`config.mk`:
```
export PLATFORM = sky130hd
export DESIGN_NAME = muldiv_ctrl
export DESIGN_NICKNAME = d
export VERILOG_FILES = /design/src/rtl/muldiv_ctrl_pkg.sv /design/src/rtl/muldiv_step.sv /design/src/rtl/muldiv_ctrl.sv
export SDC_FILE = /design/constraint.sdc
export NUM_CORES = 1
export LEC_CHECK = 0
export ABC_CLOCK_PERIOD_IN_PS = 6600
export CAP_MARGIN = 15
export CORE_ASPECT_RATIO = 0.6
export CORE_MARGIN = 3
export CORE_UTILIZATION = 65
export CTS_BUF_LIST = sky130_fd_sc_hd__clkbuf_16
export CTS_CLUSTER_SIZE = 16
export DETAILED_ROUTE_END_ITERATION = 16
export PLACE_DENSITY = 0.88
export SLEW_MARGIN = 20
export SYNTH_ARGS = -nofsm -noshare
export SYNTH_HDL_FRONTEND = slang
export SYNTH_HIERARCHICAL = 1
export SYNTH_SLANG_ARGS = --single-unit
```
`constraint.sdc`:
```
create_clock -name clk -period 6.6 [get_ports clk]
set_clock_uncertainty 0.05 [all_clocks]
set_input_delay 1.32 -clock clk [delete_from_list [all_inputs] [get_ports clk]]
set_output_delay 1.32 -clock clk [all_outputs]
set_load 0.01 [all_outputs]
```
`src/rtl/muldiv_ctrl_pkg.sv`:
```
// muldiv_ctrl shared types: FSM states, op select, width.
// Imported by muldiv_step and muldiv_ctrl.
package muldiv_ctrl_pkg;

  localparam int XLEN = 32;

  typedef enum logic [2:0] {
    S_IDLE,
    S_PREP,
    S_CALC,
    S_FIX,
    S_DONE
  } state_e;

  typedef enum logic {
    OP_MUL = 1'b0,
    OP_DIV = 1'b1
  } op_e;

  function automatic logic [XLEN-1:0] abs_val(
    input logic [XLEN-1:0] v,
    input logic            sgn
  );
    return (sgn && v[XLEN-1]) ? -v : v;
  endfunction

endpackage

```
`src/rtl/muldiv_step.sv`:
```
// muldiv_step: one shift-add multiply or restoring-divide iteration.
// Pure combinational; the 33-bit add/sub here is the critical path.
module muldiv_step
  import muldiv_ctrl_pkg::*;
(
  input  op_e             op_i,
  input  logic [XLEN-1:0] hi_i,
  input  logic [XLEN-1:0] lo_i,
  input  logic [XLEN-1:0] opnd_i,
  output logic [XLEN-1:0] hi_o,
  output logic [XLEN-1:0] lo_o
);

  logic [XLEN:0] sum;
  logic [XLEN:0] shl;
  logic [XLEN:0] diff;

  // mul: conditional add then shift right; div: shift left, trial subtract
  always_comb begin
    sum  = {1'b0, hi_i} + (lo_i[0] ? {1'b0, opnd_i} : '0);
    shl  = {hi_i, lo_i[XLEN-1]};
    diff = shl - {1'b0, opnd_i};
    hi_o = sum[XLEN:1];
    lo_o = {sum[0], lo_i[XLEN-1:1]};
    if (op_i == OP_DIV) begin
      hi_o = diff[XLEN] ? shl[XLEN-1:0] : diff[XLEN-1:0];
      lo_o = {lo_i[XLEN-2:0], ~diff[XLEN]};
    end
  end

endmodule

```
`src/rtl/muldiv_ctrl.sv`:
```
// muldiv_ctrl: multi-cycle multiply/divide sequencer for EXE.
// Optional MULDIV_EARLY_OUT_EN: multiply skips trailing zero iterations.
module muldiv_ctrl
  import muldiv_ctrl_pkg::*;
(
  input  logic            clk,
  input  logic            reset,
  input  logic            start,
  input  logic            op_mul,
  input  logic            op_div,
  input  logic            sign,
  input  logic [XLEN-1:0] src1,
  input  logic [XLEN-1:0] src2,
  input  logic            cancel,
  output logic            busy,
  output logic            done,
  output logic [XLEN-1:0] result_hi,
  output logic [XLEN-1:0] result_lo,
  output logic            div_by_zero
);

  state_e          state_q, state_d;
  op_e             op_q;
  logic            sign_q;
  logic [XLEN-1:0] a_q, b_q;
  logic [XLEN-1:0] m_q;
  logic [XLEN-1:0] hi_q, lo_q;
  logic [4:0]      cnt_q;
  logic [XLEN-1:0] res_hi_q, res_lo_q;
  logic            dbz_q;

  logic            accept;
  logic            take_new;
  logic            early_hit;
  logic [XLEN-1:0] step_hi, step_lo;
  logic [XLEN-1:0] calc_hi, calc_lo;

  logic              mixed;
  logic [2*XLEN-1:0] prod_fix;
  logic [XLEN-1:0]   quo_fix, rem_fix;

  assign accept   = start & (op_mul | op_div) & ~cancel;
  assign take_new = accept &
                    ((state_q == S_IDLE) || (state_q == S_DONE));

  muldiv_step u_step (
    .op_i   (op_q),
    .hi_i   (hi_q),
    .lo_i   (lo_q),
    .opnd_i (m_q),
    .hi_o   (step_hi),
    .lo_o   (step_lo)
  );

`ifdef MULDIV_EARLY_OUT_EN
  logic [XLEN-1:0]   rest_mask;
  logic [4:0]        rest_sh;
  logic [2*XLEN-1:0] shifted;

  // finish multiply in one barrel shift once no multiplier bits remain
  always_comb begin
    rest_mask = {XLEN{1'b1}} >> ({1'b0, cnt_q} + 6'd1);
    rest_sh   = 5'd31 - cnt_q;
    shifted   = {step_hi, step_lo} >> rest_sh;
    early_hit = (op_q == OP_MUL) &&
                ((step_lo & rest_mask) == '0);
    calc_hi   = step_hi;
    calc_lo   = step_lo;
    if (early_hit) begin
      calc_hi = shifted[2*XLEN-1:XLEN];
      calc_lo = shifted[XLEN-1:0];
    end
  end
`else
  assign early_hit = 1'b0;
  assign calc_hi   = step_hi;
  assign calc_lo   = step_lo;
`endif

  // sign correction applied in FIX
  always_comb begin
    mixed    = sign_q & (a_q[XLEN-1] ^ b_q[XLEN-1]);
    prod_fix = {hi_q, lo_q};
    if (mixed) prod_fix = -{hi_q, lo_q};
    quo_fix  = mixed ? -lo_q : lo_q;
    rem_fix  = (sign_q & a_q[XLEN-1]) ? -hi_q : hi_q;
  end

  // state register
  always_ff @(posedge clk) begin
    if (reset) state_q <= S_IDLE;
    else       state_q <= state_d;
  end

  // next state and handshake outputs; cancel overrides everything
  always_comb begin
    state_d = state_q;
    busy    = (state_q != S_IDLE);
    done    = (state_q == S_DONE) & ~cancel;
    unique case (state_q)
      S_IDLE: if (accept) state_d = S_PREP;
      S_PREP: state_d = S_CALC;
      S_CALC: begin
        if (cnt_q == 5'd31 || early_hit) state_d = S_FIX;
      end
      S_FIX:  state_d = S_DONE;
      S_DONE: state_d = accept ? S_PREP : S_IDLE;
      default: state_d = S_IDLE;
    endcase
    if (cancel) state_d = S_IDLE;
  end

  // operand capture, iteration datapath and result registers
  always_ff @(posedge clk) begin
    if (reset) begin
      op_q     <= OP_MUL;
      sign_q   <= 1'b0;
      a_q      <= '0;
      b_q      <= '0;
      m_q      <= '0;
      hi_q     <= '0;
      lo_q     <= '0;
      cnt_q    <= '0;
      res_hi_q <= '0;
      res_lo_q <= '0;
      dbz_q    <= 1'b0;
    end else begin
      if (take_new) begin
        op_q   <= op_mul ? OP_MUL : OP_DIV;
        sign_q <= sign;
        a_q    <= src1;
        b_q    <= src2;
      end
      unique case (state_q)
        S_PREP: begin
          cnt_q <= '0;
          hi_q  <= '0;
          if (op_q == OP_MUL) begin
            lo_q <= abs_val(b_q, sign_q);
            m_q  <= abs_val(a_q, sign_q);
          end else begin
            lo_q <= abs_val(a_q, sign_q);
            m_q  <= abs_val(b_q, sign_q);
          end
        end
        S_CALC: begin
          hi_q  <= calc_hi;
          lo_q  <= calc_lo;
          cnt_q <= cnt_q + 5'd1;
        end
        S_FIX: begin
          if (!cancel) begin
            if (op_q == OP_MUL) begin
              res_hi_q <= prod_fix[2*XLEN-1:XLEN];
              res_lo_q <= prod_fix[XLEN-1:0];
              dbz_q    <= 1'b0;
            end else if (b_q == '0) begin
              res_hi_q <= a_q;
              res_lo_q <= {XLEN{1'b1}};
              dbz_q    <= 1'b1;
            end else begin
              res_hi_q <= rem_fix;
              res_lo_q <= quo_fix;
              dbz_q    <= 1'b0;
            end
          end
        end
        default: ;
      endcase
    end
  end

  assign result_hi   = res_hi_q;
  assign result_lo   = res_lo_q;
  assign div_by_zero = dbz_q;

endmodule
```
==> results.md <==
- Status: finished, final reports clean
- Syn Area/Cell: 7.47 um^2
- Synth warn: 6
- Synth top area share: 0.267
- Fill cells: 2085
- Cells after DPL: 2697
- Synth unique cells: 83
- Most frequent cells in the layout: nand2_1 (261), a21oi_1 (241), dfxtp_1 (234), nor2_1 (205), o21ai_0 (143)
- Initial antenna violation count: 0
- Largest area contributor in the netlist: dfxtp_1
- Mapped Nets: 2504
- Clk sinks: 235
- Synthesis-stage register bit count: 235
- Unrepaired setup endpoints after global routing: false
- Total core area: 26500 um^2
- Die Area: 29200 um^2
- Synthesized netlist cell count: 2361
- PortBufs: 137
- R2R depth: 13
- Post-cts hold buffer count: 0
- Layout cells sized above 1: 0.0593
- CP required: 7010 ps
- Post-Synth Adder-Cell Area: 0.0519
- Max Clk Rate: 0.225 GHz
- WP depth: 13
- Synth Area in Compound Gates: 0.280
- Crit path max-delay family: compound AO/OA/AOI/OAI gates
- H-tree Lvls: 1
- Max-slew headroom: 0.134
- Gr usage total: 0.427
- Worst hold path type: register to register
- CP endpoint kind: register
- Worst-Skew Late Latency: 540 ps
- Final Hold Vio Count: 0
- First drt pass iteration count: 10
- Max Buffers Root-to-Sink: 3
- Total number of vias: 19.4k
- Multi-input gate area: 12000 um^2
- Final #Nets: 2506
- Post-DP HPWL: 46700 um
- Register Area: 4710 um^2
- CTS root buffer: clkbuf_16
- CP max stage cell: o31ai_1
- Post-synth EDFFs: 0
- Most area-consuming cells after synthesis: dfxtp_1 (27%), a21oi_1 (6.8%), xnor2_1 (5.7%)
- # diodes: 0
- Slew Limit Fails: 0
- Total negative slack: 0 ps
- Hold Path Cell Cnt: 2
- Final setup viols: 0
- Crit-path max cell delay: 730 ps
- Post-CTS setup buffer count: 0
- DR DRC count: 0
- CP Launch Point: hi_q[2]
- Die Wd: 219 um
- GP Congestion: 1.03
- CP most frequent cell: a21oi_2
- Simple-Gate Fraction of Synth Area: 0.212
- Post-synthesis sequential area ratio: 0.267
- CP Launch Type: register
- Post-Syn Area: 17600 um^2
- Total power: 3.49 mW
- Power Density: 177 nW/um^2
- Boundary Pins: 138
- Total CTS buffers: 24
- Worst Max-Slew Pin Slew: 1290 ps
- Post-synthesis xor/xnor area fraction: 0.0885
- Worst r2r src: hi_q[2]
- Largest net degree at the start of global routing: 86
- Placement row count: 46
- DRT antenna net count: 0
- Non-filler instance count after layout: 2738
- DR iter-0 viols: 3382
- Commonest non-fill, non-tap cell in the layout: nand2_1
- Hold_sp: div_by_zero
- Per-cell routed wire length: 23.8 um
- Routed WL: 65300 um
- Peak supply drop: 0.000179 V
- Gr ovfl total: 0
- Asr flop ratio synth: 0
- CTS tree: done
- CTS resizes: 0
- Die Y: 134 um
- Fin crit share: 0.672
- Final Util: 0.745
- Wire length of the first global-routing pass: 99800 um
- Max cap viols: 0
- WS Path Type: register to register
- P_leak: 7.42 nW
- Vias in the first global route: 17.4k
- Largest family of logic cells by synthesized area: compound AO/OA/AOI/OAI gates
- Clk slew on worst S/H paths: 70 ps
- Vias per cell: 7.09
- CP max FO: 46
- Buf/Inv on CP: 1
- Initial Util: 0.665
- Crit-path cells: ha_1, o211ai_1, a21oi_1, o21a_1, o31ai_1, a21oi_2, o21ai_4, xnor2_4, buf_4, mux2_4, a21oi_2, a22oi_1, nor2_1
- P&R area growth vs syn: 12.1%
- Top FF cell, synth: dfxtp_1
- Mux cell area share after synthesis: 0.0437
- Final min period: 4440 ps
- WP data arrival: 4850 ps
[worst register-to-register path, stage by stage, from the launching register on]
cell      delay (ps)
dfxtp_1          630
ha_1             390
o211ai_1         200
a21oi_1           90
o21a_1           230
o31ai_1          730
a21oi_2          250
o21ai_4          270
xnor2_4          130
buf_4            580
mux2_4           410
a21oi_2          140
a22oi_1          110
nor2_1           140
[metal layers]
layer  GRT usage  wire length, um  vias up  share of wire
met1       0.637            27100     9060           0.41
met4       0.118             1990        2          0.030
met2       0.578            25400     1582           0.39
met5      0.0267              114        -         0.0017
met3       0.144            10700      176           0.16
li1            -                -     8606              -
[sequential cells by signal, indices dropped and copies added, names as in the netlist]
name and flops:
a_q 32, b_q 32, hi_q 32, lo_q 32, m_q 32, result_hi 32, result_lo 32, cnt_q 5
state_q 3, div_by_zero 1, op_q 1, sign_q 1
[metrics by stage]
step / worst slack [ps] / hold WS, ps / cell area, um^2
5_1_grt: 1980 / 425 / 19800
6_report: 2160 / 406 / 19800
3_5_place_dp: 2380 / 402 / 19000
4_1_cts: 2380 / 410 / 19800
3_3_place_gp: 2430 / 398 / 19000
2_1_floorplan: 3250 / 390 / 17600
[worst paths after layout]
check / end / slack [ps]
setup / recovery: hi_q[0] / 2160
setup reg to reg: hi_q[0] / 2160
hold / removal: div_by_zero / 410
hold reg to reg: div_by_zero / 410
[kinds of logic (layout without fill, tap and decap cells)]
kind of cell | after synthesis | count (layout)
multiplexers | 72 | 72
AND/OR/NAND/NOR | 778 | 778
AO/OA/AOI/OAI | 772 | 772
flip-flops | 235 | 235
buffers and inverters | 256 | 273
XOR/XNOR | 176 | 176
adder cells (fa/ha/maj) | 72 | 72
[cells in the mapped netlist (all sizes together) (34+ instances only)]
cell type,n
nand2,261
a21oi,246
dfxtp,235
nor2,207
clkbuf,163
o21ai,149
xnor2,116
ha,70
inv,67
a31oi,62
xor2,60
nor3,55
a22oi,51
and2,42
nand3,40
mux2i,38
nor4,35
mux2,34
[layout make-up]
class / count / area share
timing repair buffer: 165 / 0.0799
multi-input combinational: 1870 / 0.606
tap: 360 / 0.0228
clock inverter: 16 / 0.00829
sequential: 235 / 0.238
inverter: 67 / 0.0127
clock buffer: 25 / 0.0317
[report_power, final]
group,total [mW],switching [mW],internal (mW)
combinational,0.556,0.359,0.197
sequential,1.50,0.0563,1.44
clock,1.44,0.634,0.806
Power figures use the tool's default switching activity.
